===== src/rtl/load_store_unit_if.sv =====
// load_store_unit_if
//   Groups the pipeline request/response handshake and the word-wide data
//   memory bus of the load/store unit into one bundle.
//
//   Handshake: a request is taken on a rising clk edge where req_valid and
//   req_ready are both high. req_ready is high only while the unit is idle,
//   so the requester must hold req_valid and the request fields until that
//   edge; req_valid seen while req_ready is low is ignored. Completion is a
//   single-cycle done pulse; err and rdata are meaningful with done.
//
//   Modports:
//     slave  - the load/store unit (takes requests, drives the memory bus)
//     master - the environment (pipeline driving requests, memory returning
//              mem_rdata)
//
//   Signals:
//     req_valid, req_op[2:0], req_addr[31:0], req_wdata[31:0]  request
//     req_ready, busy, done, err, rdata[31:0]                  response
//     mem_read, mem_write, mem_adr[31:0], mem_wdata[31:0]       memory command
//     mem_rdata[31:0]                                          memory read data
interface load_store_unit_if;
    logic        req_valid;
    logic [2:0]  req_op;
    logic [31:0] req_addr;
    logic [31:0] req_wdata;
    logic        req_ready;
    logic        busy;
    logic        done;
    logic        err;
    logic [31:0] rdata;
    logic        mem_read;
    logic        mem_write;
    logic [31:0] mem_adr;
    logic [31:0] mem_wdata;
    logic [31:0] mem_rdata;

    modport slave (
        input  req_valid, req_op, req_addr, req_wdata, mem_rdata,
        output req_ready, busy, done, err, rdata,
               mem_read, mem_write, mem_adr, mem_wdata
    );

    modport master (
        output req_valid, req_op, req_addr, req_wdata, mem_rdata,
        input  req_ready, busy, done, err, rdata,
               mem_read, mem_write, mem_adr, mem_wdata
    );
endinterface


===== src/rtl/load_store_unit.sv =====
// load_store_unit
//   MEM-stage access unit. Turns byte/halfword/word loads and stores into
//   word-only transactions on a memory whose read data is combinational and
//   whose write commits on the clock edge while mem_write is high.
//   Sub-word stores are done as read-modify-write; loads are sign- or
//   zero-extended into a held rdata register.
//
//   Parameters:
//     ERR_ON_MISALIGN  1: misaligned request completes with err and no access
//                      0: low address bits are cleared and the access proceeds
//     BIG_ENDIAN       0: byte 0 is word bits [7:0]; 1: byte 0 is bits [31:24]
//
//   Ports:
//     clk        clock
//     rst        asynchronous active-high reset
//     bus        load_store_unit_if.slave (request, response and memory bus)
//     state_dbg  current FSM state (0 IDLE, 1 RD, 2 WR, 3 RESP)
//
//   Flow: IDLE -> RD -> RESP (loads), IDLE -> RD -> WR -> RESP (SB/SH),
//         IDLE -> WR -> RESP (SW), IDLE -> RESP (misaligned, err).
module load_store_unit #(
    parameter bit ERR_ON_MISALIGN = 1'b1,
    parameter bit BIG_ENDIAN      = 1'b0
) (
    input  logic             clk,
    input  logic             rst,
    load_store_unit_if.slave bus,
    output logic [1:0]       state_dbg
);

    localparam logic [2:0] OP_LB  = 3'b000;
    localparam logic [2:0] OP_LH  = 3'b001;
    localparam logic [2:0] OP_LW  = 3'b010;
    localparam logic [2:0] OP_SW  = 3'b011;
    localparam logic [2:0] OP_LBU = 3'b100;
    localparam logic [2:0] OP_LHU = 3'b101;
    localparam logic [2:0] OP_SB  = 3'b110;
    localparam logic [2:0] OP_SH  = 3'b111;

    typedef enum logic [1:0] {
        S_IDLE = 2'd0,
        S_RD   = 2'd1,
        S_WR   = 2'd2,
        S_RESP = 2'd3
    } state_t;

    state_t      state;
    logic [2:0]  op_q;
    // Only the in-word byte offset is kept; the word address lives in mem_adr.
    logic [1:0]  lane_q;
    // Only SB/SH need the store data after the request cycle.
    logic [15:0] wdata_q;

    // ------------------------------------------------------------------
    // Request decode, used only in IDLE
    // ------------------------------------------------------------------
    logic        req_is_word;
    logic        req_is_half;
    logic        req_misaligned;
    logic [31:0] req_addr_aligned;

    always_comb begin
        req_is_word = (bus.req_op == OP_LW) || (bus.req_op == OP_SW);
        req_is_half = (bus.req_op == OP_LH) || (bus.req_op == OP_LHU) ||
                      (bus.req_op == OP_SH);
        req_misaligned = (req_is_word && (bus.req_addr[1:0] != 2'b00)) ||
                         (req_is_half && bus.req_addr[0]);
        // Clearing the low bits is harmless for aligned requests, and is the
        // defined behaviour for misaligned ones when errors are disabled.
        req_addr_aligned = bus.req_addr;
        if (req_is_word) begin
            req_addr_aligned[1:0] = 2'b00;
        end else if (req_is_half) begin
            req_addr_aligned[0] = 1'b0;
        end
    end

    // ------------------------------------------------------------------
    // Lane extraction and sub-word merge against the word being read in RD
    // ------------------------------------------------------------------
    logic [1:0]  byte_sel;
    logic        half_sel;
    logic [4:0]  byte_shamt;
    logic [4:0]  half_shamt;
    logic [7:0]  rd_byte;
    logic [15:0] rd_half;
    logic [31:0] byte_mask;
    logic [31:0] half_mask;
    logic [31:0] load_ext;
    logic [31:0] merged_word;
    logic        op_is_load;

    always_comb begin
        // Big-endian lane n sits where little-endian lane (3-n) would.
        byte_sel   = BIG_ENDIAN ? ~lane_q : lane_q;
        half_sel   = BIG_ENDIAN ? ~lane_q[1] : lane_q[1];
        byte_shamt = {byte_sel, 3'b000};
        half_shamt = {half_sel, 4'b0000};

        rd_byte = 8'(bus.mem_rdata >> byte_shamt);
        rd_half = 16'(bus.mem_rdata >> half_shamt);

        byte_mask = 32'h0000_00FF << byte_shamt;
        half_mask = 32'h0000_FFFF << half_shamt;

        case (op_q)
            OP_LB:   load_ext = {{24{rd_byte[7]}}, rd_byte};
            OP_LBU:  load_ext = {24'h0, rd_byte};
            OP_LH:   load_ext = {{16{rd_half[15]}}, rd_half};
            OP_LHU:  load_ext = {16'h0, rd_half};
            default: load_ext = bus.mem_rdata;
        endcase

        if (op_q == OP_SH) begin
            merged_word = (bus.mem_rdata & ~half_mask) |
                          ({16'h0, wdata_q} << half_shamt);
        end else begin
            merged_word = (bus.mem_rdata & ~byte_mask) |
                          ({24'h0, wdata_q[7:0]} << byte_shamt);
        end

        op_is_load = (op_q != OP_SW) && (op_q != OP_SB) && (op_q != OP_SH);
    end

    // ------------------------------------------------------------------
    // FSM with registered outputs
    // ------------------------------------------------------------------
    always_ff @(posedge clk or posedge rst) begin
        if (rst) begin
            state         <= S_IDLE;
            op_q          <= OP_LB;
            lane_q        <= 2'b00;
            wdata_q       <= 16'h0;
            bus.done      <= 1'b0;
            bus.err       <= 1'b0;
            bus.rdata     <= 32'h0;
            bus.mem_read  <= 1'b0;
            bus.mem_write <= 1'b0;
            bus.mem_adr   <= 32'h0;
            bus.mem_wdata <= 32'h0;
        end else begin
            case (state)
                S_IDLE: begin
                    bus.done <= 1'b0;
                    bus.err  <= 1'b0;
                    if (bus.req_valid) begin
                        op_q    <= bus.req_op;
                        lane_q  <= req_addr_aligned[1:0];
                        wdata_q <= bus.req_wdata[15:0];
                        if (ERR_ON_MISALIGN && req_misaligned) begin
                            // No memory access at all; report straight away.
                            state     <= S_RESP;
                            bus.done  <= 1'b1;
                            bus.err   <= 1'b1;
                            bus.rdata <= 32'h0;
                        end else if (bus.req_op == OP_SW) begin
                            state         <= S_WR;
                            bus.mem_adr   <= {req_addr_aligned[31:2], 2'b00};
                            bus.mem_write <= 1'b1;
                            bus.mem_wdata <= bus.req_wdata;
                        end else begin
                            state        <= S_RD;
                            bus.mem_adr  <= {req_addr_aligned[31:2], 2'b00};
                            bus.mem_read <= 1'b1;
                        end
                    end
                end

                S_RD: begin
                    bus.mem_read <= 1'b0;
                    if (op_is_load) begin
                        state     <= S_RESP;
                        bus.rdata <= load_ext;
                        bus.done  <= 1'b1;
                        bus.err   <= 1'b0;
                    end else begin
                        // SB/SH: write back the read word with the new lane.
                        state         <= S_WR;
                        bus.mem_write <= 1'b1;
                        bus.mem_wdata <= merged_word;
                    end
                end

                S_WR: begin
                    state         <= S_RESP;
                    bus.mem_write <= 1'b0;
                    bus.mem_wdata <= 32'h0;
                    bus.done      <= 1'b1;
                    bus.err       <= 1'b0;
                end

                S_RESP: begin
                    state    <= S_IDLE;
                    bus.done <= 1'b0;
                    bus.err  <= 1'b0;
                end

                default: begin
                    state         <= S_IDLE;
                    bus.done      <= 1'b0;
                    bus.err       <= 1'b0;
                    bus.mem_read  <= 1'b0;
                    bus.mem_write <= 1'b0;
                    bus.mem_wdata <= 32'h0;
                end
            endcase
        end
    end

    assign bus.req_ready = (state == S_IDLE);
    assign bus.busy      = (state != S_IDLE);
    assign state_dbg     = state;

endmodule


===== src/flat_wrapper.sv =====
// flat-port wrapper written by rule: the top's interface ports become plain ports
module load_store_unit_flat 
#(
    parameter bit ERR_ON_MISALIGN = 1'b1,
    parameter bit BIG_ENDIAN      = 1'b0
)
  (clk, rst, state_dbg, bus_req_valid, bus_req_op, bus_req_addr, bus_req_wdata, bus_mem_rdata, bus_req_ready, bus_busy, bus_done, bus_err, bus_rdata, bus_mem_read, bus_mem_write, bus_mem_adr, bus_mem_wdata);
  load_store_unit_if bus_i ();
  input  logic clk;
  input  logic rst;
  output logic [1:0] state_dbg;
  input wire logic [$bits(bus_i.req_valid)-1:0] bus_req_valid;
  input wire logic [$bits(bus_i.req_op)-1:0] bus_req_op;
  input wire logic [$bits(bus_i.req_addr)-1:0] bus_req_addr;
  input wire logic [$bits(bus_i.req_wdata)-1:0] bus_req_wdata;
  input wire logic [$bits(bus_i.mem_rdata)-1:0] bus_mem_rdata;
  output wire logic [$bits(bus_i.req_ready)-1:0] bus_req_ready;
  output wire logic [$bits(bus_i.busy)-1:0] bus_busy;
  output wire logic [$bits(bus_i.done)-1:0] bus_done;
  output wire logic [$bits(bus_i.err)-1:0] bus_err;
  output wire logic [$bits(bus_i.rdata)-1:0] bus_rdata;
  output wire logic [$bits(bus_i.mem_read)-1:0] bus_mem_read;
  output wire logic [$bits(bus_i.mem_write)-1:0] bus_mem_write;
  output wire logic [$bits(bus_i.mem_adr)-1:0] bus_mem_adr;
  output wire logic [$bits(bus_i.mem_wdata)-1:0] bus_mem_wdata;
  assign bus_i.req_valid = bus_req_valid;
  assign bus_i.req_op = bus_req_op;
  assign bus_i.req_addr = bus_req_addr;
  assign bus_i.req_wdata = bus_req_wdata;
  assign bus_i.mem_rdata = bus_mem_rdata;
  assign bus_req_ready = bus_i.req_ready;
  assign bus_busy = bus_i.busy;
  assign bus_done = bus_i.done;
  assign bus_err = bus_i.err;
  assign bus_rdata = bus_i.rdata;
  assign bus_mem_read = bus_i.mem_read;
  assign bus_mem_write = bus_i.mem_write;
  assign bus_mem_adr = bus_i.mem_adr;
  assign bus_mem_wdata = bus_i.mem_wdata;
  load_store_unit #(.ERR_ON_MISALIGN(ERR_ON_MISALIGN), .BIG_ENDIAN(BIG_ENDIAN)) u_core (.clk(clk), .rst(rst), .bus(bus_i), .state_dbg(state_dbg));
endmodule

===== config.mk =====
export PLATFORM = sky130hd
export DESIGN_NAME = load_store_unit_flat
export DESIGN_NICKNAME = d
export VERILOG_FILES = /design/src/rtl/load_store_unit_if.sv /design/src/rtl/load_store_unit.sv /design/src/flat_wrapper.sv
export SDC_FILE = /design/constraint.sdc
export NUM_CORES = 1
export LEC_CHECK = 0
export ABC_AREA = 1
export CAP_MARGIN = 10
export CORE_MARGIN = 10
export CORE_UTILIZATION = 40
export DETAILED_ROUTE_END_ITERATION = 10
export DONT_BUFFER_PORTS = 1
export PLACE_DENSITY = 0.62
export SLEW_MARGIN = 20
export SYNTH_ARGS = -nofsm -noshare
export SYNTH_HDL_FRONTEND = slang
export SYNTH_SLANG_ARGS = --single-unit
export TNS_END_PERCENT = 5

===== constraint.sdc =====
create_clock -name clk -period 3.6 [get_ports clk]
set_input_delay 0.36 -clock clk [delete_from_list [all_inputs] [get_ports clk]]
set_output_delay 0.36 -clock clk [all_outputs]
set_load 0.02 [all_outputs]

==> results.txt, run 1 <==
- The final reports fail on negative hold slack.
- Cell leakage power: 4.17 nW
- IO Pins: 206
* Cell taking the most area after synthesis: dfrtp_1
* Total power consumption of the routed design: 0.00826 W
* Routed wire per std cell: 18.1 µm
- Wire length of the first global-routing pass: 36.7 mm
- Critical path endpoint category: flip-flop
- Once the clock tree was built, the resizer swapped 0 gates to a different size.
- Library cells used by synthesis: 27
- Half-perimeter wire length after placement: 17.4 mm
* Port Buffer Count: 0
- After synthesis, the largest area contributor takes up 42.5% of total cell area.
- Final hold analysis gives a worst-case slack of -0.000793 ns.
* Max-Cap Viols: 0
- Die Area: 0.0235 mm²
- The final critical path takes up 79.5% of the cycle.
- Number of detailed-routing iterations run before antenna repair: 5
- Measured along the y axis, the die boundary spans 153 µm.
- Initial standard-cell utilization of the core: 41.0%
- The congestion estimate from routability-driven global placement came to 0.902.
- Std-Cell Core Area: 0.0174 mm²
- Share of synthesized area spent on multiplexers: 0%
- Adding up every negative setup slack in the final design gives 0 ns.
- Post-synthesis instance area: 0.00712 mm²
- Vias after detailed routing: 6594
- Leaving out fill and tap cells, the most frequent cell in the layout is nand2_1.
- Run status: complete, but fails checks
- Synth Area in XOR/XNOR: 0%
- Worst-path clk slew: 0.06 ns
- In this run the horizontal extent of the chip is 153 µm.
* Final #Nets: 1151
- Main combinational cell family by area after synthesis: simple AND/OR/NAND/NOR gates
* Highest-count cells in the layout ignoring fill and taps: nand2_1, dfrtp_1, o21ai_0
* Top area cells in the synthesized netlist: dfrtp_1, nand2_1, o21ai_0
- IR Drop Worst-Case VDD: 0.544 mV
* Remaining DRCs: 0
- Cells after Synth: 1074
- Synthesis inferred 121 register bits.
- Setup repair after global routing left no endpoint under its margin.
- The routed design uses 3.22 mm of met3 wire.
- Detailed routing placed a total of 10.1 mm of wire on met2.
* FF-to-FF setup slack: 0.74 ns
- Basic-gate share of the synthesized area counting and, or, nand and nor cells: 37.2%
- Summing the areas of all compound-gate instances in the mapped netlist gives 10.0% of the synthesized area.
* Fraction of layout cells with a size suffix above 1: 5.96%
* Mean cell area of the mapped netlist: 6.63 µm²
- The clock net in this run drives a total of 121 sinks.
- After floorplanning, the core was divided into 48 placement rows.
- Crit path arrival time: 3.23 ns
- Number of warnings issued by yosys: 0
- Headroom to the max-slew limit came out at 26.9%.
* Final hold viol count: 1
* CTS H-tree depth: 4
* Total inserted antenna cells: 0
- In the global route stage, overall resource usage came out at 19.5%.
- For the worst-skew pair, the clock arrives at the later sink with an insertion delay of 0.43 ns.
- Shortest clock period the worst path allows after layout: 2.86 ns
* Highest metal layer with signal wires: met4
- Entering global routing, the biggest net connects 75 pins.
- The count of nets left with antenna violations once routing finished came out at 0.
- The number of antenna violations at the first check in global routing was 0.
* Post-CTS setup buffers: 0
- The final-report max-slew violation count is 0.
- Routed wire length: 23.2 mm
- Reg-to-reg critical path startpoint: u_core.state_dbg[0]
- Data required time at the worst endpoint: 3.97 ns
- For the worst flop-to-flop path, the logic depth is 11.
* Proportion of synthesized chip area in sequential cells: 42.5%
- Iter 0 DRT Violations: 580
- Met1 Routed Length: 9.62 mm
* TritonCTS clock tree: yes
* Hold buffer count at CTS: 0
- The tightest min-delay check is of the in -> async type.
- The number of global-route vias before repair is 6203.
- Reg-to-Reg End: u_core.bus.rdata[23]
- The tree is rooted in a clkbuf_16.
- Maximum clock frequency: 349 MHz
- The filler cells instantiated in the layout total 1784.
* Element type at the critical path start: flip-flop
- Adder and majority cell fraction of the synthesized area: 0.879%
* Max clock buf depth: 2
* Number of vias per cell after detailed routing: 5.14
- Area growth, synth to finish: 9.66%
- The number of clock buffers added by TritonCTS is 17.
- GRT Residual Overflow: 0
- The worst setup path is of the reg -> reg kind.
- Worst Path Max Fanout: 24
- Final setup violation count: 0
- Slew at the pin with the worst max-slew slack: 1.10 ns
* Worst Skew: 0.00831 ns
* Power density over cell area: 1060 mW/mm²
==> metal layers <==
layer  vias up  global-route usage [%]
li1       3295                       -
met1      2988                    24.3
met2       291                    28.7
met3        20                    10.6
met4         0                    4.72
met5         -                       0
==> stage by stage <==
stage	cells	utilization [%]	setup slack [ns]	cell area (µm²)	hold WS, ns
2_1_floorplan	1075	-	0.0258	7120	0.481
3_3_place_gp	1250	41.4	0.827	7190	0.486
3_5_place_dp	1250	41.4	0.769	7190	0.490
4_1_cts	1282	45.0	0.705	7810	0.0440
5_1_grt	1282	45.0	0.449	7810	0.0461
6_report	1282	45.0	0.737	7810	-0.000793
==> layout make-up <==
type	count	area [µm²]	share of cell area [%]
clock inverter	15	193	2.47
multi-input combinational	802	3440	44.0
timing repair buffer	12	103	1.31
tap	225	282	3.61
inverter	90	340	4.36
sequential	121	3030	38.8
clock buffer	17	425	5.45
==> Yosys cell counts <==
master    count
o211ai_1      7
buf_1         4
buf_4        14
buf_6         3
o21ai_1      14
nor3_1        2
nand2_2       7
inv_2         3
o22ai_1       3
nand2_1     509
nand3_2       1
dfrtp_1     121
o21ai_0     105
a21oi_1       3
o21a_1        1
conb_1        1
buf_2        17
a21oi_4       1
inv_1        87
clkbuf_1     24
nor2_2        2
nor2_1       35
nor2_4        1
nand3_1     102
ha_1          5
or2_0         1
o31ai_1       1
==> kinds of logic after synthesis <==
kind of cell,after synthesis
AND/OR/NAND/NOR,660
AO/OA/AOI/OAI,135
other,1
flip-flops,121
adder cells (fa/ha/maj),5
buffers and inverters,152
==> registers in the layout (all words and copies together) (netlist names) <==
name and count:
u_core.op_q 3, u_core.wdata_q 16, u_core.bus.mem_adr 30, u_core.bus.mem_wdata 32
u_core.bus.rdata 32, u_core.byte_sel 2, u_core.bus.mem_write 1, u_core.state_dbg 2
u_core.bus.err 1, u_core.bus.done 1, u_core.bus.mem_read 1
==> worst max-delay path by stage <==
| stage | startpoint | end | slack [ns] | cells after the start |
|---|---|---|---|---|
| detailed placement | u_core.state_dbg[0] | u_core.bus.rdata[27] | 0.77 | 11 |
| floorplan | rst | u_core.bus.done | 0.03 | 1 |
| CTS | u_core.state_dbg[0] | u_core.bus.rdata[23] | 0.70 | 11 |
| global route | u_core.state_dbg[0] | u_core.bus.rdata[27] | 0.45 | 11 |
| finish | u_core.state_dbg[0] | u_core.bus.rdata[23] | 0.74 | 11 |
| global placement | u_core.state_dbg[0] | u_core.bus.rdata[28] | 0.83 | 11 |
==> worst max-delay path, stage by stage (launching register included) <==
cell and delay (ns):
dfrtp_1 0.49, inv_1 0.16, ha_1 0.58, inv_1 0.32
nand2_1 0.13, nand2_1 0.06, a21oi_1 0.15, nand2_2 0.31
buf_4 0.33, nor2_1 0.12, nand2_1 0.07, nand2_1 0.06
==> where the power goes <==
part / internal, W / switching [W]
clock network: 0.00111 / 0.000707
logic: 0.00100 / 0.00226
registers: 0.00197 / 0.00122
total: 0.00408 / 0.00418
No activity file was read; power rests on OpenSTA's default activity.
==> inputs of run 2 (changes only) <==
==> constraint.sdc (replaced) <==
create_clock -name clk -period 2.4 [get_ports clk]
set_input_delay 0.24 -clock clk [delete_from_list [all_inputs] [get_ports clk]]
set_output_delay 0.24 -clock clk [all_outputs]
set_load 0.02 [all_outputs]
==> results.txt, run 2 (synthesis results as in run 1) <==
* Initial antenna violation count: 0 (unchanged)
* Total inserted antenna cells: 0 (unchanged)
- The total clock buffers created by CTS came to 17 (unchanged).
- The H-tree depth reported by CTS was 4 (unchanged).
* Port Buffer Count: 0 (unchanged)
- TritonCTS clock tree: yes
* Area growth, synth to finish: 17.7%
* Run status: completed
- Final core utilization: 48.3% (+3.3 points)
- Worst setup path start: u_core.state_dbg[0]
- The number of max-cap violations was 0 (unchanged).
- Highest-count cells in the layout ignoring fill and taps: nand2_1, dfrtp_1, o21ai_0
- Clock Root Buffer: clkbuf_16
- The final period utilization was 87.2% (+7.7 points).
- Worst-path cell with the longest stage delay: dfrtp_1
- The violation count after the first detailed-route iteration is 539 (-7.1%).
- Pin count of the biggest net entering global routing: 71 (-5.3%)
* Vias in the first global route: 6667 (+7.5%)
- Crit path arrival time: 2.40 ns (-0.83 ns)
- The number of cell rows came to 48 (unchanged).
* Hold Crit Depth: 4
- Maximum clock frequency: 478 MHz (+37%)
- Worst Skew: 0.00757 ns (-0.000746 ns)
* IR Drop Worst-Case VDD: 0.678 mV (+25%)
- Power density over cell area: 1480 mW/mm² (+40%)
- Clock tree sinks: 121 (unchanged)
- Final hold viol count: 0 (-1)
- The post-CTS setup buffer count came to 0 (unchanged).
* Hold path start: bus_mem_rdata[1]
- Hold Worst Slack: 0.0125 ns (+0.0133 ns)
- Std-Cell Core Area: 0.0174 mm² (unchanged)
- Setup repair after global routing left no endpoint under its margin.
- Routed wire length: 24.3 mm (+4.8%)
- Critical path depth in cells: 10 (-1)
* Worst slew margin relative to its limit: 53.1% (+26 points)
- Walking the worst path, the cells encountered are inv_1 > ha_1 > nand2_1 > inv_1 > nor2_1 > nand2_2 > inv_1 > nand2_2 > nand2_1 > nand2_1.
* Total GRT Usage: 20.1% (+0.60 points)
- The effective utilization at floorplan was 41.0% (unchanged).
* Top cell family by delay on the critical path: simple AND/OR/NAND/NOR gates
- The final setup violation count was 0 (unchanged).
* FF-to-FF setup slack: 0.31 ns (-0.43 ns)
* Final antenna-violating net count: 0 (unchanged)
- The worst setup path is launched from a flip-flop.
- Number of vias per cell after detailed routing: 5.08 (-1.2%)
* Remaining DRCs: 0 (unchanged)
- Kind of critical path: reg -> reg
* Fraction of layout cells with a size suffix above 1: 6.52% (+0.56 points)
- Routed wire per std cell: 18.1 µm (about the same)
- Max clock buf depth: 2 (unchanged)
- Clock network latency to the later pin of the worst-skew pair: 0.43 ns (about the same)
- IO Pins: 206 (unchanged)
* Buffer and inverter count on the worst path: 3 (unchanged)
- Cell leakage power: 4.42 nW (+5.8%)
- Die Area: 0.0235 mm² (unchanged)
* Fin. max-slew vios: 0 (unchanged)
* Worst Path Max Fanout: 33 (+38%)
- The wire length of the first global-routing pass was 38.0 mm (+3.4%).
* Data required time at the worst endpoint: 2.71 ns (-1.26 ns)
- Class of the tightest hold or removal check: in -> reg
* Total Negative Setup Slacks: 0 ns (unchanged)
* Length in cells of the worst reg-to-reg path: 10 (-1)
- The first-pass detailed-route iteration total was 6 (+1).
* GRT Residual Overflow: 0 (unchanged)
* Die Span X: 153 µm (unchanged)
- Worst-path clk slew: 0.07 ns (about the same)
- Reg-to-reg critical path startpoint: u_core.state_dbg[0]
* Largest registers in the final layout: u_core.bus.mem_wdata x32, u_core.bus.rdata x32, u_core.bus.mem_adr x30
* Vias after detailed routing: 6833 (+3.6%)
* Half-perimeter wire length after placement: 17.7 mm (+1.3%)
- Biggest cell delay along the critical path: 0.41 ns (-0.17 ns)
- Floorplan die height: 153 µm (unchanged)
* Placer's final routability congestion estimate: 0.902 (about the same)
* Final #Nets: 1213 (+5.4%)
- The worst setup path is captured at a flip-flop.
* Slew at the pin with the worst max-slew slack: 0.701 ns (-0.394 ns)
- Shortest clock period the worst path allows after layout: 2.09 ns (-0.769 ns)
- Leaving out fill and tap cells, the most frequent cell in the layout is nand2_1.
## run 2: worst min-delay path: stages
cell	delay [ns]
nand2_1	0.03
nand2_1	0.05
nand2_1	0.05
nand2_1	0.05
## run 2: path summary, 6_finish.rpt
| path | to |
|---|---|
| worst max-delay path | u_core.bus.mem_wdata[23] |
| worst min-delay path | u_core.bus.rdata[1] |
| worst max register to register | u_core.bus.mem_wdata[23] |
| worst min register to register | u_core.wdata_q[13] |
| max in group asynchronous | u_core.bus.mem_wdata[14] |
| min in group asynchronous | u_core.bus.mem_adr[25] |
## run 2: final cells by class
type / count / area, µm²
fillers: 1733 / 8970
multi-input cells: 802 / 3440
flip-flops and latches: 121 / 3030
repair buffers: 74 / 739
clock buffers: 17 / 425
inverters: 90 / 342
well taps: 225 / 282
clock inverters: 15 / 130
## run 2: metal layers
metal  vias up  GRT usage [%]  routed length, µm  share of wire (%)
li1       3418              -                  -                  -
met1      3081           25.1              10100                 42
met2       306           30.5              10800                 44
met3        28           9.06               3070                 13
met4         0           5.89                399                1.6
met5         -              0                  0                  0
## run 2: through the flow
stage	power, W	instance area, µm²	worst slack (ns)	instances
2_1_floorplan	0.00859	7130	0.327	1075
3_5_place_dp	0.00989	7300	0.268	1260
3_3_place_gp	0.00982	7300	0.325	1260
5_1_grt	0.0135	8380	0.0680	1344
4_1_cts	0.0124	8380	0.240	1344
6_report	0.0124	8380	0.306	1344
## run 2: repair_timing
item                                    4_1_cts  5_1_grt
endpoints found under the setup margin        0        2
endpoints found under the hold margin        81        0
hold buffers                                 52        0
resized for setup                             0        1
## run 2: where the power goes
group	internal (W)	leakage (nW)	switching, W
Sequential	0.00295	1.56	0.00173
Clock	0.00136	0.270	0.00111
Combinational	0.00169	2.59	0.00355
==> inputs of run 3 (changes only) <==
--- a/config.mk
+++ b/config.mk
@@ -7,6 +7,7 @@
 export LEC_CHECK = 0
 export ABC_AREA = 1
 export CAP_MARGIN = 10
+export CORE_ASPECT_RATIO = 1.5
 export CORE_MARGIN = 10
 export CORE_UTILIZATION = 40
 export DETAILED_ROUTE_END_ITERATION = 10
==> results.txt, run 3 (synthesis results as in run 1) <==
- Cell leakage power: 4.38 nW (-0.89%)
- Element type at the critical path start: flip-flop
* Clock Root Buffer: clkbuf_16
- Std-Cell Core Area: 0.0174 mm² (+0.38%)
- CTS H-tree depth: 4 (unchanged)
- Power density over cell area: 1470 mW/mm² (-0.24%)
* Net Sw Power: 0.00621 W (-2.8%)
* Setup repair after global routing missed its margin: false
- The die outline height is 183 µm (+20%).
- Reg-to-Reg End: u_core.bus.rdata[18]
- Net Sw Frac: 50.9% (-0.60 points)
- Leaving out fill and tap cells, the most frequent cell in the layout is nand2_1.
* Clock network latency to the later pin of the worst-skew pair: 0.42 ns (about the same)
- The worst reg-to-reg path cell count is 11 (+1).
* Port Buffer Count: 0 (unchanged)
* Data required time at the worst endpoint: 2.71 ns (about the same)
- The quantity of gates resized following cts was 0 (unchanged).
- Die Span X: 129 µm (-16%)
- The I/O pin total is 206 (unchanged).
* Reg-to-reg critical path startpoint: u_core.state_dbg[0]
- Largest registers in the final layout: u_core.bus.mem_wdata x32, u_core.bus.rdata x32, u_core.bus.mem_adr x30
- The global placer's final weighted congestion was 0.891 (-1.2%).
- The HPWL after detailed placement came to 18.1 mm (+2.4%).
- The violation count after the first detailed-route iteration was 429 (-20%).
- The shortest period the worst path allows came to 2.14 ns (+0.0418 ns).
- The flow ran to the end, and the final reports show no timing, DRC or antenna violations.
- The number of clock sinks came to 121 (unchanged).
- Routed wire per std cell: 18.4 µm (+1.8%)
* Initial antenna violation count: 0 (unchanged)
* Number of detailed-routing iterations run before antenna repair: 5 (-1)
* Slew at the pin with the worst max-slew slack: 0.693 ns (-0.00816 ns)
- Worst slew margin relative to its limit: 53.7% (+0.59 points)
* Max-Cap Viols: 0 (unchanged)
* Number of CTS-inserted buffers: 17 (unchanged)
- Final antenna-violating net count: 0 (unchanged)
* Die Area: 0.0236 mm² (+0.47%)
- The final period utilization came to 89.0% (+1.7 points).
* Final hold viol count: 0 (unchanged)
- Vias in the first global route: 6788 (+1.8%)
- Total Negative Setup Slacks: 0 ns (unchanged)
- The final setup violation count is 0 (unchanged).
- Combinational share of power: 42.8% (+0.5 points)
- The number of cell rows is 59 (+23%).
- FF-to-FF setup slack: 0.26 ns (-0.04 ns)
- Worst setup path start: u_core.state_dbg[0]
* Capture point of the critical path: u_core.bus.rdata[18]
* Final #Nets: 1208 (-0.41%)
- Compared with the post-synthesis result, the final layout area differs by 16.1%.
* Class of the tightest hold or removal check: in -> reg
* Highest-count cells in the layout ignoring fill and taps: nand2_1, dfrtp_1, o21ai_0
- GRT Residual Overflow: 0 (unchanged)
- The antenna diode instance count was 0 (unchanged).
* Total power consumption of the routed design: 0.0122 W (-1.6%)
* Wire length of the first global-routing pass: 38.2 mm (+0.44%)
- The maximum number of buffers from clock root to sink came to 2 (unchanged).
- The final-report max-slew violation count is 0 (unchanged).
* Maximum clock frequency: 468 MHz (-2.0%)
- The worst clock skew on the final layout was 0.00796 ns (+0.000393 ns).
- The maximum number of pins on one net before global-route repair came to 107 (+51%).
- Initial standard-cell utilization of the core: 40.9% (-0.15 points)
- Routed wire length: 24.5 mm (+0.55%)
- Crit path arrival time: 2.44 ns (+0.04 ns)
- Kind of critical path: reg -> reg
* Internal power summed over all cells: 0.00598 W (-0.40%)
* Critical path endpoint category: flip-flop
- The worst voltage drop across the vdd grid was 0.725 mV (+6.9%).
- Remaining DRCs: 0 (unchanged)
* Part of the power in the clock network: 18.8% (-1.1 points)
* Instance area after placement: 0.00727 mm² (-0.48%)
- TritonCTS built the clock tree.
- Total GRT Usage: 20.7% (+0.61 points)
- Worst-path clk slew: 0.06 ns (about the same)
* Worst Path Max Fanout: 56 (+70%)
* Vias after detailed routing: 6732 (-1.5%)
* Hold path start: bus_req_addr[8]
* Fraction of layout cells with a size suffix above 1: 6.10% (-0.42 points)
* Sequential group share of total power: 38.3% (+0.5 points)
- Layout Cell Area excl Fill: 0.00827 mm² (-1.4%)
* Number of vias per cell after detailed routing: 5.07 (-0.22%)
run 3: repair_timing:
item	in CTS	in global routing
hold buffers	48	0
setup buffers	0	0
hold endpoints to repair	69	0
run 3: worst max-delay path: stages (launching register included):
cell	delay, ns
dfrtp_1	0.41
inv_1	0.10
ha_1	0.23
inv_1	0.23
nand2_1	0.09
nand2_1	0.09
a21oi_1	0.05
nand2_2	0.10
buf_4	0.45
nor2_1	0.10
nand2_1	0.08
nand2_1	0.06
run 3: final cells by class:
class	instances	area, µm²
repair buffers	69	676
multi-input cells	802	3440
fillers	1791	9150
clock buffers	23	468
inverters	90	342
well taps	213	267
clock inverters	9	50.0
flip-flops and latches	121	3030
run 3: how the worst min path moves through the flow:
| stage | cells after the start | end | slack, ns |
|---|---|---|---|
| 2_1_floorplan | 2 | u_core.op_q[1] | 0.36 |
| 3_3_place_gp | 1 | u_core.bus.mem_adr[26] | 0.21 |
| 3_5_place_dp | 1 | u_core.bus.mem_adr[26] | 0.21 |
| 4_1_cts | 2 | u_core.bus.mem_adr[8] | 0.007 |
| 5_1_grt | 2 | u_core.bus.mem_adr[8] | 0.01 |
| 6_report | 2 | u_core.bus.mem_adr[8] | 0.006 |
run 3: routing by layer:
| layer | share of wire [%] | track usage (%) | vias up |
|---|---|---|---|
| met4 | 1.6 | 6.07 | 0 |
| met5 | 0 | 0 | - |
| met2 | 49 | 34.9 | 243 |
| li1 | - | - | 3411 |
| met1 | 40 | 23.7 | 3052 |
| met3 | 9.5 | 7.94 | 26 |
run 3: per-stage QoR:
stage / util, % / cells / hold slack [ns] / setup slack (ns)
after floorplan: - / 1075 / 0.361 / 0.327
after global placement: 41.7 / 1247 / 0.207 / 0.389
after detailed placement: 41.7 / 1247 / 0.206 / 0.291
after CTS: 47.5 / 1327 / 0.00744 / 0.273
after global routing: 47.5 / 1327 / 0.0132 / 0.0191
final: 47.5 / 1327 / 0.00553 / 0.264
run 3: power groups by stage:
stage / Combinational (W) / Sequential [W] / Clock, W
3_3_place_gp: 0.00509 / 0.00473 / 0
4_1_cts: 0.00524 / 0.00471 / 0.00233
5_1_grt: 0.00604 / 0.00482 / 0.00244
2_1_floorplan: 0.00421 / 0.00438 / 0
3_5_place_dp: 0.00518 / 0.00472 / 0
6_report: 0.00522 / 0.00467 / 0.00230
